===== config.mk =====
export PLATFORM = sky130hd
export DESIGN_NAME = prefix_adder_pipe_flat
export DESIGN_NICKNAME = d
export VERILOG_FILES = /design/src/rtl/prefix_adder_pipe_if.sv /design/src/rtl/prefix_adder_pipe.sv /design/src/flat_wrapper.sv
export SDC_FILE = /design/constraint.sdc
export NUM_CORES = 1
export LEC_CHECK = 0
export CAP_MARGIN = 20
export CORE_MARGIN = 10
export CORE_UTILIZATION = 60
export CTS_CLUSTER_DIAMETER = 150
export CTS_CLUSTER_SIZE = 28
export DETAILED_ROUTE_END_ITERATION = 7
export PLACE_DENSITY_LB_ADDON = 0.08
export SLEW_MARGIN = 10
export SYNTH_ARGS = -nofsm -noshare
export SYNTH_HDL_FRONTEND = slang
export SYNTH_SLANG_ARGS = --single-unit

===== constraint.sdc =====
create_clock -name clk -period 68.4 [get_ports clk]
set_clock_uncertainty 0.05 [all_clocks]
set_input_delay 13.68 -clock clk [delete_from_list [all_inputs] [get_ports clk]]
set_output_delay 13.68 -clock clk [all_outputs]
set_load 0.02 [all_outputs]

===== src/rtl/prefix_adder_pipe_if.sv =====
// prefix_adder_pipe_if: operand/result handshake bundle for prefix_adder_pipe
interface prefix_adder_pipe_if #(
   parameter int WIDTH = 32,
   parameter int TAG_W = 4
);
   logic             in_valid;
   logic             in_ready;
   logic [WIDTH-1:0] a;
   logic [WIDTH-1:0] b;
   logic             cin;
   logic             sub;
   logic [TAG_W-1:0] tag_in;
   logic             out_valid;
   logic             out_ready;
   logic [WIDTH-1:0] sum;
   logic             cout;
   logic             ovf;
   logic [TAG_W-1:0] tag_out;
   modport master (
      output in_valid, a, b, cin, sub, tag_in, out_ready,
      input  in_ready, out_valid, sum, cout, ovf, tag_out
   );
   modport slave (
      input  in_valid, a, b, cin, sub, tag_in, out_ready,
      output in_ready, out_valid, sum, cout, ovf, tag_out
   );
endinterface


===== src/rtl/prefix_adder_pipe.sv =====
// prefix_adder_pipe: pipelined recursive-doubling adder/subtractor, one prefix level per stage
module prefix_adder_pipe #(
   parameter int WIDTH = 32,
   parameter int TAG_W = 4
) (
   input logic clk,
   input logic rst,
   prefix_adder_pipe_if.slave bus
);
   localparam int LVL = $clog2(WIDTH);
   logic             en;
   logic [WIDTH-1:0] bx;
   logic [WIDTH-1:0] carry;
   logic [WIDTH-1:0] gen_r  [LVL+1];
   logic [WIDTH-1:0] prop_r [LVL+1];
   logic [WIDTH-1:0] p_r    [LVL+1];
   logic [TAG_W-1:0] tag_r  [LVL+1];
   logic             c0_r   [LVL+1];
   logic             vld_r  [LVL+1];
   assign en = !bus.out_valid || bus.out_ready;
   assign bus.in_ready = en;
   assign bx = bus.sub ? ~bus.b : bus.b;
   // carry into bit i is the group generate of bit i-1; c0 feeds bit 0
   assign carry = {gen_r[LVL][WIDTH-2:0], c0_r[LVL]};
   always_ff @(posedge clk) begin
      if (rst) begin
         for (int k = 0; k <= LVL; k++) vld_r[k] <= 1'b0;
         bus.out_valid <= 1'b0;
         bus.sum <= '0;
         bus.cout <= 1'b0;
         bus.ovf <= 1'b0;
         bus.tag_out <= '0;
      end else if (en) begin
         vld_r[0] <= bus.in_valid;
         p_r[0] <= bus.a ^ bx;
         prop_r[0] <= bus.a ^ bx;
         gen_r[0] <= (bus.a & bx) | WIDTH'((bus.a[0] ^ bx[0]) & (bus.sub | bus.cin));
         c0_r[0] <= bus.sub | bus.cin;
         tag_r[0] <= bus.tag_in;
         for (int k = 1; k <= LVL; k++) begin
            gen_r[k] <= gen_r[k-1] | (prop_r[k-1] & (gen_r[k-1] << (1 << (k-1))));
            prop_r[k] <= prop_r[k-1] & ((prop_r[k-1] << (1 << (k-1))) | ~({WIDTH{1'b1}} << (1 << (k-1))));
            p_r[k] <= p_r[k-1];
            c0_r[k] <= c0_r[k-1];
            tag_r[k] <= tag_r[k-1];
            vld_r[k] <= vld_r[k-1];
         end
         bus.out_valid <= vld_r[LVL];
         bus.sum <= p_r[LVL] ^ carry;
         bus.cout <= gen_r[LVL][WIDTH-1];
         bus.ovf <= gen_r[LVL][WIDTH-1] ^ gen_r[LVL][WIDTH-2];
         bus.tag_out <= tag_r[LVL];
      end
   end
endmodule


===== src/flat_wrapper.sv =====
// flat-port wrapper written by rule: the top's interface ports become plain ports
module prefix_adder_pipe_flat 
#(
   parameter int WIDTH = 32,
   parameter int TAG_W = 4
)
  (clk, rst, bus_in_valid, bus_a, bus_b, bus_cin, bus_sub, bus_tag_in, bus_out_ready, bus_in_ready, bus_out_valid, bus_sum, bus_cout, bus_ovf, bus_tag_out);
  prefix_adder_pipe_if #(.WIDTH(WIDTH), .TAG_W(TAG_W)) bus_i ();
  input logic clk;
  input logic rst;
  input wire logic [$bits(bus_i.in_valid)-1:0] bus_in_valid;
  input wire logic [$bits(bus_i.a)-1:0] bus_a;
  input wire logic [$bits(bus_i.b)-1:0] bus_b;
  input wire logic [$bits(bus_i.cin)-1:0] bus_cin;
  input wire logic [$bits(bus_i.sub)-1:0] bus_sub;
  input wire logic [$bits(bus_i.tag_in)-1:0] bus_tag_in;
  input wire logic [$bits(bus_i.out_ready)-1:0] bus_out_ready;
  output wire logic [$bits(bus_i.in_ready)-1:0] bus_in_ready;
  output wire logic [$bits(bus_i.out_valid)-1:0] bus_out_valid;
  output wire logic [$bits(bus_i.sum)-1:0] bus_sum;
  output wire logic [$bits(bus_i.cout)-1:0] bus_cout;
  output wire logic [$bits(bus_i.ovf)-1:0] bus_ovf;
  output wire logic [$bits(bus_i.tag_out)-1:0] bus_tag_out;
  assign bus_i.in_valid = bus_in_valid;
  assign bus_i.a = bus_a;
  assign bus_i.b = bus_b;
  assign bus_i.cin = bus_cin;
  assign bus_i.sub = bus_sub;
  assign bus_i.tag_in = bus_tag_in;
  assign bus_i.out_ready = bus_out_ready;
  assign bus_in_ready = bus_i.in_ready;
  assign bus_out_valid = bus_i.out_valid;
  assign bus_sum = bus_i.sum;
  assign bus_cout = bus_i.cout;
  assign bus_ovf = bus_i.ovf;
  assign bus_tag_out = bus_i.tag_out;
  prefix_adder_pipe #(.WIDTH(WIDTH), .TAG_W(TAG_W)) u_core (.clk(clk), .rst(rst), .bus(bus_i));
endmodule

==> results of run 1 <==
layout by cell type, fill, tap and decap left out:
master and instances:
clkbuf_1 17, nor2_1 15, ha_1 32, buf_16 2, and2_1 104, clkinv_2 1
nand2_1 10, or2_2 1, xor2_1 32, buf_2 2, dfxtp_1 39, a21oi_1 5
a21o_1 130, a211oi_2 31, edfxtp_1 518, nor2_2 20, nand2b_1 1, xnor2_1 33
inv_12 1, clkdlybuf4s50_1 111, clkbuf_16 23, nor2b_4 1, buf_4 7, nor2_4 1
a211oi_1 2
sequential cells by signal, indices dropped and copies added, names as in the netlist:
register	flops
u_core.bus.tag_out	4
u_core.c0_r	6
u_core.prop_r	133
u_core.tag_r	24
u_core.bus.out_valid	1
u_core.bus.ovf	1
u_core.bus.cout	1
u_core.gen_r	192
u_core.bus.sum	32
u_core.p_r	157
u_core.vld_r	6
stage by stage:
step,hold slack (ps),setup WS [ps],total power [W],cells,util (%)
after detailed placement,355,39340,0.000455,1538,65.6
final,372,39340,0.000603,1581,67.8
after floorplan,350,31550,0.000447,993,-
after CTS,371,39340,0.000608,1579,67.6
after global routing,381,39270,0.000625,1581,67.8
after global placement,351,39360,0.000454,1538,65.6
metal layers:
metal  vias to the layer above  track usage (%)
li1                       4010                -
met1                      3940             20.2
met2                       160             21.1
met3                        30             1.99
met4                         0             2.98
met5                         -                0
final cells by class:
type	instances	share of cell area, %
Sequential cell	557	74.1
Multi-Input combinational cell	418	14.9
Timing Repair Buffer	122	5.57
Clock buffer	40	2.90
Tap cell	442	2.51
Inverter	1	0.0737
Clock inverter	1	0.0227
worst max-delay path: cells and delay by family:
family,cells,cell delay [ps]
buffers and inverters,3,1250
and+or+nand+nor,1,350
power breakdown:
group | switching (W) | internal, W | leakage [nW]
clock network | 0.0000911 | 0.0000645 | 0.307
registers | 0.0000127 | 0.000401 | 5.42
logic | 0.0000166 | 0.0000171 | 2.26
worst min path at each step:
stage	to	cells past startpoint
6_report	u_core.p_r[5][4]	0
5_1_grt	u_core.prop_r[3][0]	0
4_1_cts	u_core.p_r[5][11]	0
3_5_place_dp	u_core.p_r[2][10]	0
3_3_place_gp	u_core.p_r[4][29]	0
2_1_floorplan	u_core.c0_r[1]	0
logic make-up after synthesis:
family | Yosys count
compound gates | 168
xor+xnor | 65
fa+ha+maj | 32
buf+inv | 18
flops | 557
simple gates | 153
==> impl_metrics.yaml, run 1 <==
global_routing:
  grt_pass1_wl_um: 44100
  grt_usage_pct: 13.6
  grt_pass1_vias: 8061
  antenna_found_initial: 0
  grt_overflow: 0
  grt_start_max_net_pins: 92
hold_path:
  min_from: "u_core.p_r[4][4]"
  hold_class: "reg -> reg"
clock_tree:
  postCtsSetupBuffers: 0
  htreeDepth: 1
  cts_max_path_buffers: 3
  worst_skew_pair.late_latency_ps: 540
  path_clk_slew_ps: 100
  cts_tree: "built"
  cts-resized-gates: 0
  cts_sinks: 557
  cts-buffers-inserted: 23
  ctsHoldBuffers: 0
  clock-root-buffer: "clkbuf_16"
synth:
  synth_edf_count: 518
  synth_compound_area_share_pct: 7.09
  synth-simple-area-share_pct: 4.55
  syn_area_mm2: 0.0198
  yosysTopAreaCell: "edfxtp_1"
  synth_top_area_share_pct: 78.6
  netlist_top_cells_count: "edfxtp_1, a21o_1, and2_1, dfxtp_1, xnor2_1"
  synth_top_family_by_area: "compound AO/OA/AOI/OAI gates"
  synth.avg_cell_area_um2: 19.9
  synth.most_common_cell: "edfxtp_1"
  ys_warn_count: 0
  synthFlopType: "edfxtp_1"
  yosysSeqAreaShare_pct: 82.5
  ys_ff_latch: 557
  synthesis.nets: 1099
  async_reset_ff_share_pct: 0
  synthMuxAreaShare_pct: 0
  yosys.area_share.adder_pct: 2.02
  synth_xor_area_share_pct: 2.88
  synth.area.top_cells: "edfxtp_1, a21o_1, dfxtp_1"
  synth.distinct_cells: 23
  synthCells: 993
critical_path:
  reg2reg_to: "u_core.prop_r[0][7]"
  crit_top_cell: "clkdlybuf4s50_1"
  slowest_stage: "clkdlybuf4s50_1"
  r2r_slack_ps: 64360
  cp.required_ps: 54670
  rr_worst_depth: 5
  worstPathArrival_ps: 15330
  worstPathCellList: "clkdlybuf4s50_1 -> nor2b_4 -> inv_12 -> clkdlybuf4s50_1"
  worstSetupEndpoint: "bus_in_ready"
  critPathMaxFanout: 72
  worstSetupEndpointType: "output pin"
  startpoint_type: "input port"
  cp-startpoint: "bus_out_ready"
  cp_slowest_stage_delay_ps: 610
  critPathKind: "in -> out"
  r2r_start: "u_core.bus.out_valid"
drt:
  vias: 8140
  met3_length_um: 1220
  routed_via_density: 5.15
  wl_per_cell_um: 17.8
  routed_wl_um: 28200
  drt-met1-wl_um: 13500
  first_pass_iters: 5
  dr.first_iter.drc_count: 489
  wl_met2_um: 13000
  drc: 0
  topRoutingLayerUsed: "met4"
  final_antenna_net_count: 0
timing:
  hold_violations: 0
  max_freq_ghz: 0.0344
  period_needed_ps: 29060
  tightest_slew_ps: 1060
  fin_crit_sh_pct: 42.5
  maxSlewHeadroom_pct: 29.6
  rsz0062_at_grt: "no"
  setup_viol: 0
  slew_violations: 0
  finalSetupTns_ps: 0
place:
  dpl_cell_area_mm2: 0.0214
  hpwlAfterDp_um: 19300
  gp_congestion: 0.816
  io_buffers: 113
floorplan:
  die-area_mm2: 0.0407
  die_x_um: 202
  initial_core_util_pct: 60.8
  die_y_um: 202
  pin_count: 114
  coreArea_mm2: 0.0325
  num_rows: 66
pwr:
  p_per_area_mw_per_mm2: 27.3
  vdd_drop_max_uv: 17.9
  p_leak_nw: 7.98
cells_and_area:
  diodes: 0
  postLayoutCellArea_mm2: 0.0221
  multi_input_area_mm2: 0.00328
  synthToLayoutAreaGrowth_pct: 11.5
  nNetsFinal: 1229
  drive_gt1_share_pct: 7.90
  fillers: 2211
  seqCellArea_mm2: 0.0163
job:
  maxCapViolCount: 0
outcome:
  outcome: "finished clean"
Power figures use the tool's default switching activity.
==> run 2, diff against run 1 <==
CORE_UTILIZATION = 53   (was 60)
clock period = 23.7 ns   (was 68.4 ns; I/O delays follow)
==> impl_metrics.yaml, run 2 (synthesized netlist as in run 1, its figures left out) <==
clock_tree:
  cts_tree: "built"
  clock-root-buffer: "clkbuf_16"
  htreeDepth: 1
  path_clk_slew_ps: 100
  cts_max_path_buffers: 3
  cts-resized-gates: 0
  ctsHoldBuffers: 0
  worst_skew_pair.late_latency_ps: 550
  cts-buffers-inserted: 23
  postCtsSetupBuffers: 0
  cts_sinks: 557
outcome:
  outcome: "finished clean"
global_routing:
  grt_pass1_vias: 8318
  antenna_found_initial: 1
  grt_overflow: 0
  grt_start_max_net_pins: 212
  grt_usage_pct: 13.0
  grt_pass1_wl_um: 46300
timing:
  period_needed_ps: 11190
  slew_violations: 0
  fin_crit_sh_pct: 47.2
  tightest_slew_ps: 1100
  maxSlewHeadroom_pct: 26.9
  setup_viol: 0
  hold_violations: 0
  rsz0062_at_grt: "no"
  max_freq_ghz: 0.0893
  finalSetupTns_ps: 0
critical_path:
  cp.required_ps: 18910
  r2r_slack_ps: 18950
  worstSetupEndpointType: "output pin"
  critPathMaxFanout: 72
  worstPathArrival_ps: 6400
  critPathKind: "in -> out"
  startpoint_type: "input port"
cells_and_area:
  synthToLayoutAreaGrowth_pct: 11.5
  nNetsFinal: 1227
  fillers: 2694
  diodes: 0
  top_regs: "u_core.gen_r x192, u_core.p_r x157, u_core.prop_r x133"
  final_common_cell: "edfxtp_1"
  drive_gt1_share_pct: 7.74
  final_cell_mix: "edfxtp_1, a21o_1, clkdlybuf4s50_1, and2_1, dfxtp_1"
  largest_reg_flops: 192
  top_register: "u_core.gen_r"
pwr:
  p_leak_nw: 7.97
  power_w: 0.00175
  p_per_area_mw_per_mm2: 79.2
  vdd_drop_max_uv: 57.0
drt:
  dr.first_iter.drc_count: 634
  first_pass_iters: 4
  vias: 8069
  wl_per_cell_um: 18.6
  final_antenna_net_count: 0
  drc: 0
  routed_via_density: 5.03
  routed_wl_um: 29900
place:
  gp_congestion: 0.774
  hpwlAfterDp_um: 20300
  io_buffers: 113
floorplan:
  initial_core_util_pct: 53.9
  die_x_um: 213
  coreArea_mm2: 0.0367
  die-area_mm2: 0.0455
  num_rows: 70
  pin_count: 114
  die_y_um: 213
hold_path:
  hold_class: "reg -> reg"
job:
  maxCapViolCount: 0
==> run 2: cell types whose count changed in the layout (fill, tap and decap cells not counted) <==
| cell | change |
|---|---|
| buf_16 | -1 |
| buf_12 | +1 |
| buf_4 | -2 |
==> run 2: per-stage QoR <==
step | util, % | instance area [µm²] | hold slack, ps | worst slack, ps | cells
floorplan | - | 19800 | 350 | 4650 | 993
global placement | 58.3 | 21400 | 351 | 12520 | 1563
detailed placement | 58.3 | 21400 | 355 | 12500 | 1563
CTS | 60.1 | 22000 | 376 | 12500 | 1604
global route | 60.1 | 22100 | 378 | 12440 | 1605
finish | 60.1 | 22100 | 375 | 12510 | 1605
==> run 2: layer usage <==
layer  part of all wire [%]  vias to the layer above  track usage, %
li1                       -                     4007               -
met1                     48                     3922            19.2
met2                     46                      114            20.6
met3                    4.2                       26            1.67
met4                    1.4                        0            2.59
met5                      0                        -               0
==> run 2: critical path, stage by stage <==
cell and delay [ps]:
clkdlybuf4s50_1 440, nor2b_4 360, inv_12 210, clkdlybuf4s50_1 610
==> run 2: cell type report <==
cell class,count,area [µm²],area share (%)
sequential,557,16300,74.0
inverter,1,16.3,0.0737
tap,468,586,2.65
clock buffer,40,639,2.90
clock inverter,1,5.00,0.0227
timing repair buffer,120,1210,5.47
multi-input combinational,418,3280,14.9
==> run 2: path summary, 6_finish.rpt <==
path	from	depth (start not counted)	endpoint
worst max-delay path	bus_out_ready	4	bus_in_ready
worst min-delay path	u_core.p_r[2][19]	0	u_core.p_r[3][19]
worst max register to register	u_core.bus.out_valid	7	u_core.gen_r[0][6]
worst min register to register	u_core.p_r[2][19]	0	u_core.p_r[3][19]
==> run 2: power by group <==
| part | leakage [nW] | internal [W] | switching (W) |
|---|---|---|---|
| combinational | 2.25 | 0.0000489 | 0.0000478 |
| sequential | 5.42 | 0.00116 | 0.0000373 |
| clock | 0.307 | 0.000187 | 0.000270 |
